===== config.mk =====
export PLATFORM = sky130hd
export DESIGN_NAME = dial_quadrature_gen
export DESIGN_NICKNAME = d
export VERILOG_FILES = /design/src/rtl/dial_quadrature_gen.sv
export SDC_FILE = /design/constraint.sdc
export NUM_CORES = 1
export LEC_CHECK = 0
export BUFFER_PORTS_ARGS = -buffer_cell sky130_fd_sc_hd__buf_4
export CORE_ASPECT_RATIO = 0.75
export CORE_MARGIN = 2
export CORE_UTILIZATION = 40
export CTS_CLUSTER_SIZE = 40
export DETAILED_ROUTE_END_ITERATION = 16
export PLACE_DENSITY = 0.6
export SETUP_SLACK_MARGIN = 0.05
export SYNTH_ARGS = -nofsm -noshare
export SYNTH_HDL_FRONTEND = slang
export SYNTH_SLANG_ARGS = --single-unit

===== constraint.sdc =====
create_clock -name clk_sys -period 8.7 [get_ports clk_sys]
set_input_delay 0.87 -clock clk_sys [delete_from_list [all_inputs] [get_ports clk_sys]]
set_output_delay 0.87 -clock clk_sys [all_outputs]
set_load 0.02 [all_outputs]

===== src/rtl/dial_quadrature_gen.sv =====
// dial_quadrature_gen
// Spinner emulator for one player: turns held up/down joystick bits into the
// 2-bit Gray-code dial sequence the game board expects. The step period starts
// at STEP_DIV and halves after every ACCEL_STEPS consecutive held steps, never
// going below MIN_DIV. With spin_en low the joystick bits pass straight through
// (registered). Outputs are active-high; the board-level inversion lives upstream.
`timescale 1ns/1ps

module dial_quadrature_gen #(
    parameter int STEP_DIV    = 12000,
    parameter int MIN_DIV     = 3000,
    parameter int ACCEL_STEPS = 16,
    parameter int DIV_W       = 16
) (
    input  logic             clk_sys,
    input  logic             reset,
    input  logic             spin_en,
    input  logic             pause,
    input  logic             dir_up,
    input  logic             dir_down,
    output logic [1:0]       dial,
    output logic             step_pulse,
    output logic [DIV_W-1:0] cur_div
);

    localparam int ACC_W = (ACCEL_STEPS > 1) ? $clog2(ACCEL_STEPS) : 1;

    localparam logic [DIV_W-1:0] STEP_DIV_V = DIV_W'(STEP_DIV);
    localparam logic [DIV_W-1:0] MIN_DIV_V  = DIV_W'(MIN_DIV);
    localparam logic [ACC_W-1:0] ACC_LAST   = ACC_W'(ACCEL_STEPS - 1);

    typedef enum logic {
        ST_IDLE = 1'b0,
        ST_RUN  = 1'b1
    } state_t;

    state_t           state_q, state_d;
    logic             down_q, down_d;       // direction of the current run: 1 = down
    logic [1:0]       phase_q, phase_d;
    logic [1:0]       dial_q, dial_d;
    logic             pulse_q, pulse_d;
    logic [DIV_W-1:0] cnt_q, cnt_d;
    logic [DIV_W-1:0] cur_div_q, cur_div_d;
    logic [ACC_W-1:0] acc_q, acc_d;

    logic             req_up;
    logic             req_dn;
    logic             req_any;
    logic [DIV_W-1:0] halved;

    // One Gray step: up walks 00->01->11->10, down walks the reverse.
    function automatic logic [1:0] gray_step(input logic [1:0] p, input logic down);
        if (down) begin
            gray_step = {~p[0], p[1]};
        end else begin
            gray_step = {p[0], ~p[1]};
        end
    endfunction

    assign req_up  = dir_up & ~dir_down;
    assign req_dn  = dir_down & ~dir_up;
    assign req_any = req_up | req_dn;
    assign halved  = cur_div_q >> 1;

    // Next-state logic: pause freezes everything, passthrough parks the spinner,
    // otherwise the IDLE/RUN machine paces the Gray steps.
    always_comb begin
        state_d   = state_q;
        down_d    = down_q;
        phase_d   = phase_q;
        dial_d    = dial_q;
        pulse_d   = 1'b0;
        cnt_d     = cnt_q;
        cur_div_d = cur_div_q;
        acc_d     = acc_q;

        if (pause) begin
            // hold every register; only the strobe drops
        end else if (!spin_en) begin
            state_d   = ST_IDLE;
            down_d    = 1'b0;
            phase_d   = 2'b00;
            dial_d    = {dir_down, dir_up};
            cnt_d     = '0;
            cur_div_d = STEP_DIV_V;
            acc_d     = '0;
        end else begin
            dial_d = phase_q;
            case (state_q)
                ST_IDLE: begin
                    cnt_d     = '0;
                    acc_d     = '0;
                    cur_div_d = STEP_DIV_V;
                    if (req_any) begin
                        // first step of a press is emitted without waiting a period
                        state_d = ST_RUN;
                        down_d  = req_dn;
                        phase_d = gray_step(phase_q, req_dn);
                        pulse_d = 1'b1;
                    end
                end
                ST_RUN: begin
                    if (!req_any) begin
                        // release (or both held): stop, keep the current phase
                        state_d   = ST_IDLE;
                        cnt_d     = '0;
                        acc_d     = '0;
                        cur_div_d = STEP_DIV_V;
                    end else if (req_dn != down_q) begin
                        // reversal behaves like a fresh press in the new direction
                        down_d    = req_dn;
                        phase_d   = gray_step(phase_q, req_dn);
                        pulse_d   = 1'b1;
                        cnt_d     = '0;
                        acc_d     = '0;
                        cur_div_d = STEP_DIV_V;
                    end else if (cnt_q == cur_div_q - DIV_W'(1)) begin
                        cnt_d   = '0;
                        phase_d = gray_step(phase_q, down_q);
                        pulse_d = 1'b1;
                        if (acc_q == ACC_LAST) begin
                            acc_d     = '0;
                            cur_div_d = (halved < MIN_DIV_V) ? MIN_DIV_V : halved;
                        end else begin
                            acc_d = acc_q + ACC_W'(1);
                        end
                    end else begin
                        cnt_d = cnt_q + DIV_W'(1);
                    end
                end
                default: begin
                    state_d = ST_IDLE;
                end
            endcase
        end
    end

    // State registers with asynchronous clear to the idle, full-period state.
    always_ff @(posedge clk_sys or posedge reset) begin
        if (reset) begin
            state_q   <= ST_IDLE;
            down_q    <= 1'b0;
            phase_q   <= 2'b00;
            dial_q    <= 2'b00;
            pulse_q   <= 1'b0;
            cnt_q     <= '0;
            cur_div_q <= STEP_DIV_V;
            acc_q     <= '0;
        end else begin
            state_q   <= state_d;
            down_q    <= down_d;
            phase_q   <= phase_d;
            dial_q    <= dial_d;
            pulse_q   <= pulse_d;
            cnt_q     <= cnt_d;
            cur_div_q <= cur_div_d;
            acc_q     <= acc_d;
        end
    end

    assign dial       = dial_q;
    assign step_pulse = pulse_q;
    assign cur_div    = cur_div_q;

endmodule


# == After elaboration in Yosys (flattened, before gate mapping) ==
# Index checks and enable logic that the tools add are counted.
# classes
n_addsub,3
order_cmp,1
n_eq_ne,9
mux,40
bitwise_logic,9
reduce_logical,4
# op_table
cell,n
two-way mux 16 bit,9
one-hot mux 16 bit (2 select lines),2
two-way mux 4 bit,5
adder 16 x 1 -> 16 bit (second input constant),1
equality test 16 bit,1
two-way mux 2 bit,8
subtractor 16 x 1 -> 16 bit (second input constant),1
< comparator 15 x 12 -> 1 bit (second input constant),1
two-way mux 15 bit,1
two-way mux 1 bit,11
!= test 5 x 3 -> 1 bit (second input constant),2
one-hot mux 4 bit (2 select lines),1
AND reduction 4 bit,2
!= test 3 x 2 -> 1 bit (second input constant),2
NOT 1 bit,6
adder 4 x 1 -> 4 bit (second input constant),1
equality test 4 bit (second input constant),1
!= test 4 x 2 -> 1 bit (second input constant),1
one-hot mux 1 bit (2 select lines),2
one-hot mux 2 bit (2 select lines),1
!= test 3 bit (second input constant),1
AND reduction 3 bit,1
bitwise AND 1 bit,2
AND reduction 2 bit,1
2 further kinds,2
# word_totals
reg_bits,43
inputBits,6
output_inout_bits,19
elab_cells,74

# == Logic depth before layout (Yosys ltp) ==
# logic_depth
depth_word,8
ltp_mapped,12
mapped_depth_nobuf,10

# == Worst setup path before layout ==
# OpenSTA, ideal clock, no wires.
# synth_timing
path_kind,reg-to-reg
startpoint,register cur_div_q[0] (netlist: cur_div[0])
endpoint,register cur_div_q[12] (netlist: cur_div[12])
setup_time_ps,121
arrival_time_ps,3124
t_required_ps,8579
path_slack_ps,5456
path_stages_with_launch,13
n_path_buf,2
synth_period_minus_slack_ps,3244
path_cell_list,dfrtp_1 inv_1 ha_1 or4b_1 buf_2 o22ai_1 o21ai_1 or4_4 nor4b_4 a21oi_1 or2_0 buf_2 a22o_1
# synth_via
elab_chain_len,4
# synth_rtl
element,line,text
from (decl),43,"logic [DIV_W-1:0] cur_div_q, cur_div_d;"
from (signal assigned),156,cur_div_q <= cur_div_d;
subtractor 16 x 1 -> 16 bit,117,end else if (cnt_q == cur_div_q - DIV_W'(1)) begin
equality test 16 bit,117,
!= test 5 x 3 -> 1 bit (no line),-,
AND reduction 3 bit (no line),-,
# Every way passes these cells.
# A chain may end at the register's enable or synchronous reset.

# == Worst setup path after layout ==
# layout_timing
startpoint,register cur_div_q[0] (netlist: cur_div[0])
endpoint,register cur_div_q[11] (netlist: cur_div[11])
# The elaborated chain is that of the path after synthesis.

==> impl_metrics.csv <==
group,metric,value,unit
timing,setup_viol,0,
logic_synthesis,synthXorXnorAreaFrac,6.65,%
placed_design,dpl_cell_area,2820,um2
timing,hold_viol_final,0,
timing,fin_setup_tns,0,ns
clock_network,path_clk_slew,0.08,ns
clock_network,cts_root_buf,"clkbuf_8",
floorplanning,fp.dieH,74.3,um
hold_path,min_path_type,"reg2reg",
setup_path,end_kind,"flop",
layout,final_common_cell,"nand2_1",
routing,viasPerCell,5.71,
hold_path,min_to,"state_q$_DFFE_PP0N_",
global_route,first_global_vias,2078,
setup_path,critPathKind,"reg2reg",
pwr,power.density,127,nW/um2
logic_synthesis,synth_top_family_by_area,"simple AND/OR/NAND/NOR gates",
routing,first_pass_iters,4,
logic_synthesis,synth_fa_ha_area_share,1.90,%
timing,rsz0062_at_grt,"false",
timing,drv_slew,0,
logic_synthesis,synth-compound-area-share,19.6,%
global_route,grt-ovfl-total,0,
routing,first_iter_violations,129,
setup_path,reg2reg_from,"cur_div[0]$_DFFE_PP0P_",
global_route,grt_usage,18.2,%
logic_synthesis,synth-edff-count,0,
setup_path,r2r_slack,5.13,ns
layout,layout-drive-gt1-share,15.5,%
run,max-cap-violations,0,
timing,clock_skew,0.00334,ns
floorplanning,dieArea,7260,um2
layout,fillers,628,
layout,mostFrequentLayoutCells,"nand2_1, dfrtp_1, nand3_1",
logic_synthesis,ys_types,55,
timing,fmax,280,MHz
timing,finalCriticalPeriod,3.57,ns
layout,postLayoutCellArea,2920,um2
timing,finalCritPeriodShare,41.0,%
floorplanning,start_util,41.5,%
placed_design,place_congestion,0.902,
global_route,antenna_found_initial,0,
routing,drt-total-wl,6210,um
floorplanning,ios,25,
logic_synthesis,syn-cell-area,2640,um2
clock_network,hold_buffers,0,
clock_network,clock_latency,0.30,ns
floorplanning,die_x,97.7,um
setup_path,crit_required,8.93,ns
global_route,grt_start_max_net_pins,42,
floorplanning,rows,25,
global_route,grt_first_pass_wirelength,10500,um
routing,routedWlPerCell,15.6,um
layout,num_antenna_cells,0,
floorplanning,core,6350,um2
setup_path,cp.arrival,3.80,ns
logic_synthesis,ys_ff_latch,41,
run_status,status,"finished clean",
logic_synthesis,synthSimpleGateAreaFrac,26.4,%
setup_path,rr_worst_depth,10,
routing,drt.antenna.violating_nets,0,
setup_path,startpoint_type,"flop",
clock_network,cts_max_level,2,
timing,tightest_slew,0.845,ns
pwr,power.leakage,0.00124,uW
placed_design,numPortBuffers,22,
logic_synthesis,ys.flop_type,"dfrtp_1",
logic_synthesis,netlist_instances,306,
clock_network,cts.path.max_buffers,2,
setup_path,reg2reg_to,"cur_div[11]$_DFFE_PP1P_",
logic_synthesis,async_reset_ff_share,100,%
layout,fin_nets,325,
hold_path,hold_depth,2,
clock_network,cts_setup_buffers,0,
pwr,ir_worst_vdd,0.0584,mV
setup_path,cp_max_fo,10,
timing,maxSlewHeadroom,43.3,%
routing,drc,0,
placed_design,dpl.hpwl,4390,um
hold_path,min_from,"state_q$_DFFE_PP0N_",
clock_network,cts_tree,"built",
logic_synthesis,ys_seq_area_share,39.3,%
clock_network,numCtsBuffers,5,
logic_synthesis,synthMuxAreaShare,0.760,%
logic_synthesis,syn_avg_cell_area,8.61,um2
clock_network,cts_resized,0,
layout,area_delta_synth_final,10.8,%
pwr,finalPower,370,uW
logic_synthesis,yosysWarnings,0,
routing,vias,2268,
clock_network,cts.sinks,41,
state kept, by name, indices dropped and copies added, names as in the netlist:
register and cells:
acc_q 4, step_pulse 1, dial 2, down_q 1, cnt_q 16, state_q 1
phase_q 2, cur_div 14
kinds of logic after synthesis:
group / Yosys count
compound gates: 74
xor+xnor: 20
fa+ha+maj: 4
buf+inv: 33
flops: 41
mux: 2
other cells: 1
simple gates: 131
worst max-delay path by stage:
stage / start / end / slack, ns / cells after the start
after CTS: cur_div[0]$_DFFE_PP0P_ / cur_div[10]$_DFFE_PP1P_ / 5.17 / 10
after global routing: cur_div[1]$_DFFE_PP0P_ / cur_div[11]$_DFFE_PP1P_ / 4.87 / 10
after detailed placement: cur_div[1]$_DFFE_PP0P_ / cur_div[12]$_DFFE_PP0P_ / 5.21 / 10
after global placement: cur_div[0]$_DFFE_PP0P_ / cur_div[10]$_DFFE_PP1P_ / 5.29 / 10
after floorplan: cur_div[0]$_DFFE_PP0P_ / cur_div[12]$_DFFE_PP0P_ / 5.46 / 12
final: cur_div[0]$_DFFE_PP0P_ / cur_div[11]$_DFFE_PP1P_ / 5.13 / 10
critical path, stage by stage (launching register included):
cell and delay [ns]:
dfrtp_1 0.45, inv_1 0.10, ha_1 0.21, or4b_1 0.55
o22ai_1 0.22, o21ai_1 0.09, or4_4 0.43, nor4b_4 0.60
a21oi_1 0.18, nor2_1 0.44, a2bb2oi_1 0.21
cell usage after synthesis (all sizes together) (2+ instances only):
cell type / number / area, um2
nand2: 36 / 135
dfrtp: 34 / 851
nand3: 28 / 140
nor2: 18 / 70.1
o21ai: 17 / 85.1
clkbuf: 13 / 48.8
inv: 11 / 41.3
xor2: 11 / 96.3
o311ai: 10 / 87.6
a21oi: 9 / 45.0
buf: 9 / 50.0
xnor2: 9 / 78.8
and3: 8 / 50.1
nor3: 8 / 40.0
dfstp: 7 / 184
or2: 6 / 37.5
or3: 6 / 42.5
a2bb2oi: 5 / 43.8
o31ai: 5 / 37.5
ha: 4 / 50.1
nor4: 4 / 31.3
o22ai: 4 / 25.0
o2bb2ai: 4 / 35.0
a22o: 3 / 26.3
a31oi: 3 / 18.8
nand2b: 3 / 18.8
nand3b: 3 / 26.3
o32ai: 3 / 26.3
or4: 3 / 26.3
a211o: 2 / 17.5
mux2i: 2 / 20.0
nand4: 2 / 12.5
o211ai: 2 / 15.0
o21bai: 2 / 15.0
report_power, final:
group / total, uW / internal (uW) / switching (uW) / leakage, uW
logic: 31.4 / 11.9 / 19.5 / 0.000642
clock network: 139 / 71.7 / 67.3 / 0.0000542
registers: 199 / 195 / 4.02 / 0.000543
total: 370 / 279 / 90.8 / 0.00124
final cells by class:
class                           instances  area, um2  share of cell area [%]
Multi-Input combinational cell        233       1470                    50.3
Sequential cell                        41       1030                    35.4
Timing Repair Buffer                   23        173                    5.91
Tap cell                               81        101                    3.47
Clock buffer                            7       96.3                    3.30
Inverter                               11       41.3                    1.41
Clock inverter                          1       5.00                   0.171
stage by stage:
step	hold WS [ns]	setup WS, ns	instances	utilization (%)
3_5_place_dp	0.477	5.21	389	44.4
6_report	0.490	5.13	397	46.0
3_3_place_gp	0.470	5.29	389	44.4
5_1_grt	0.532	4.87	397	46.0
4_1_cts	0.498	5.17	397	46.0
2_1_floorplan	0.450	5.46	307	-
routing by layer:
| layer | global-route usage [%] | wire length, um |
|---|---|---|
| met4 | 5.86 | 104 |
| met2 | 26.7 | 2490 |
| met5 | 0 | 0 |
| met1 | 27.3 | 3350 |
| met3 | 3.29 | 267 |
No activity file was read; power rests on OpenSTA's default activity.
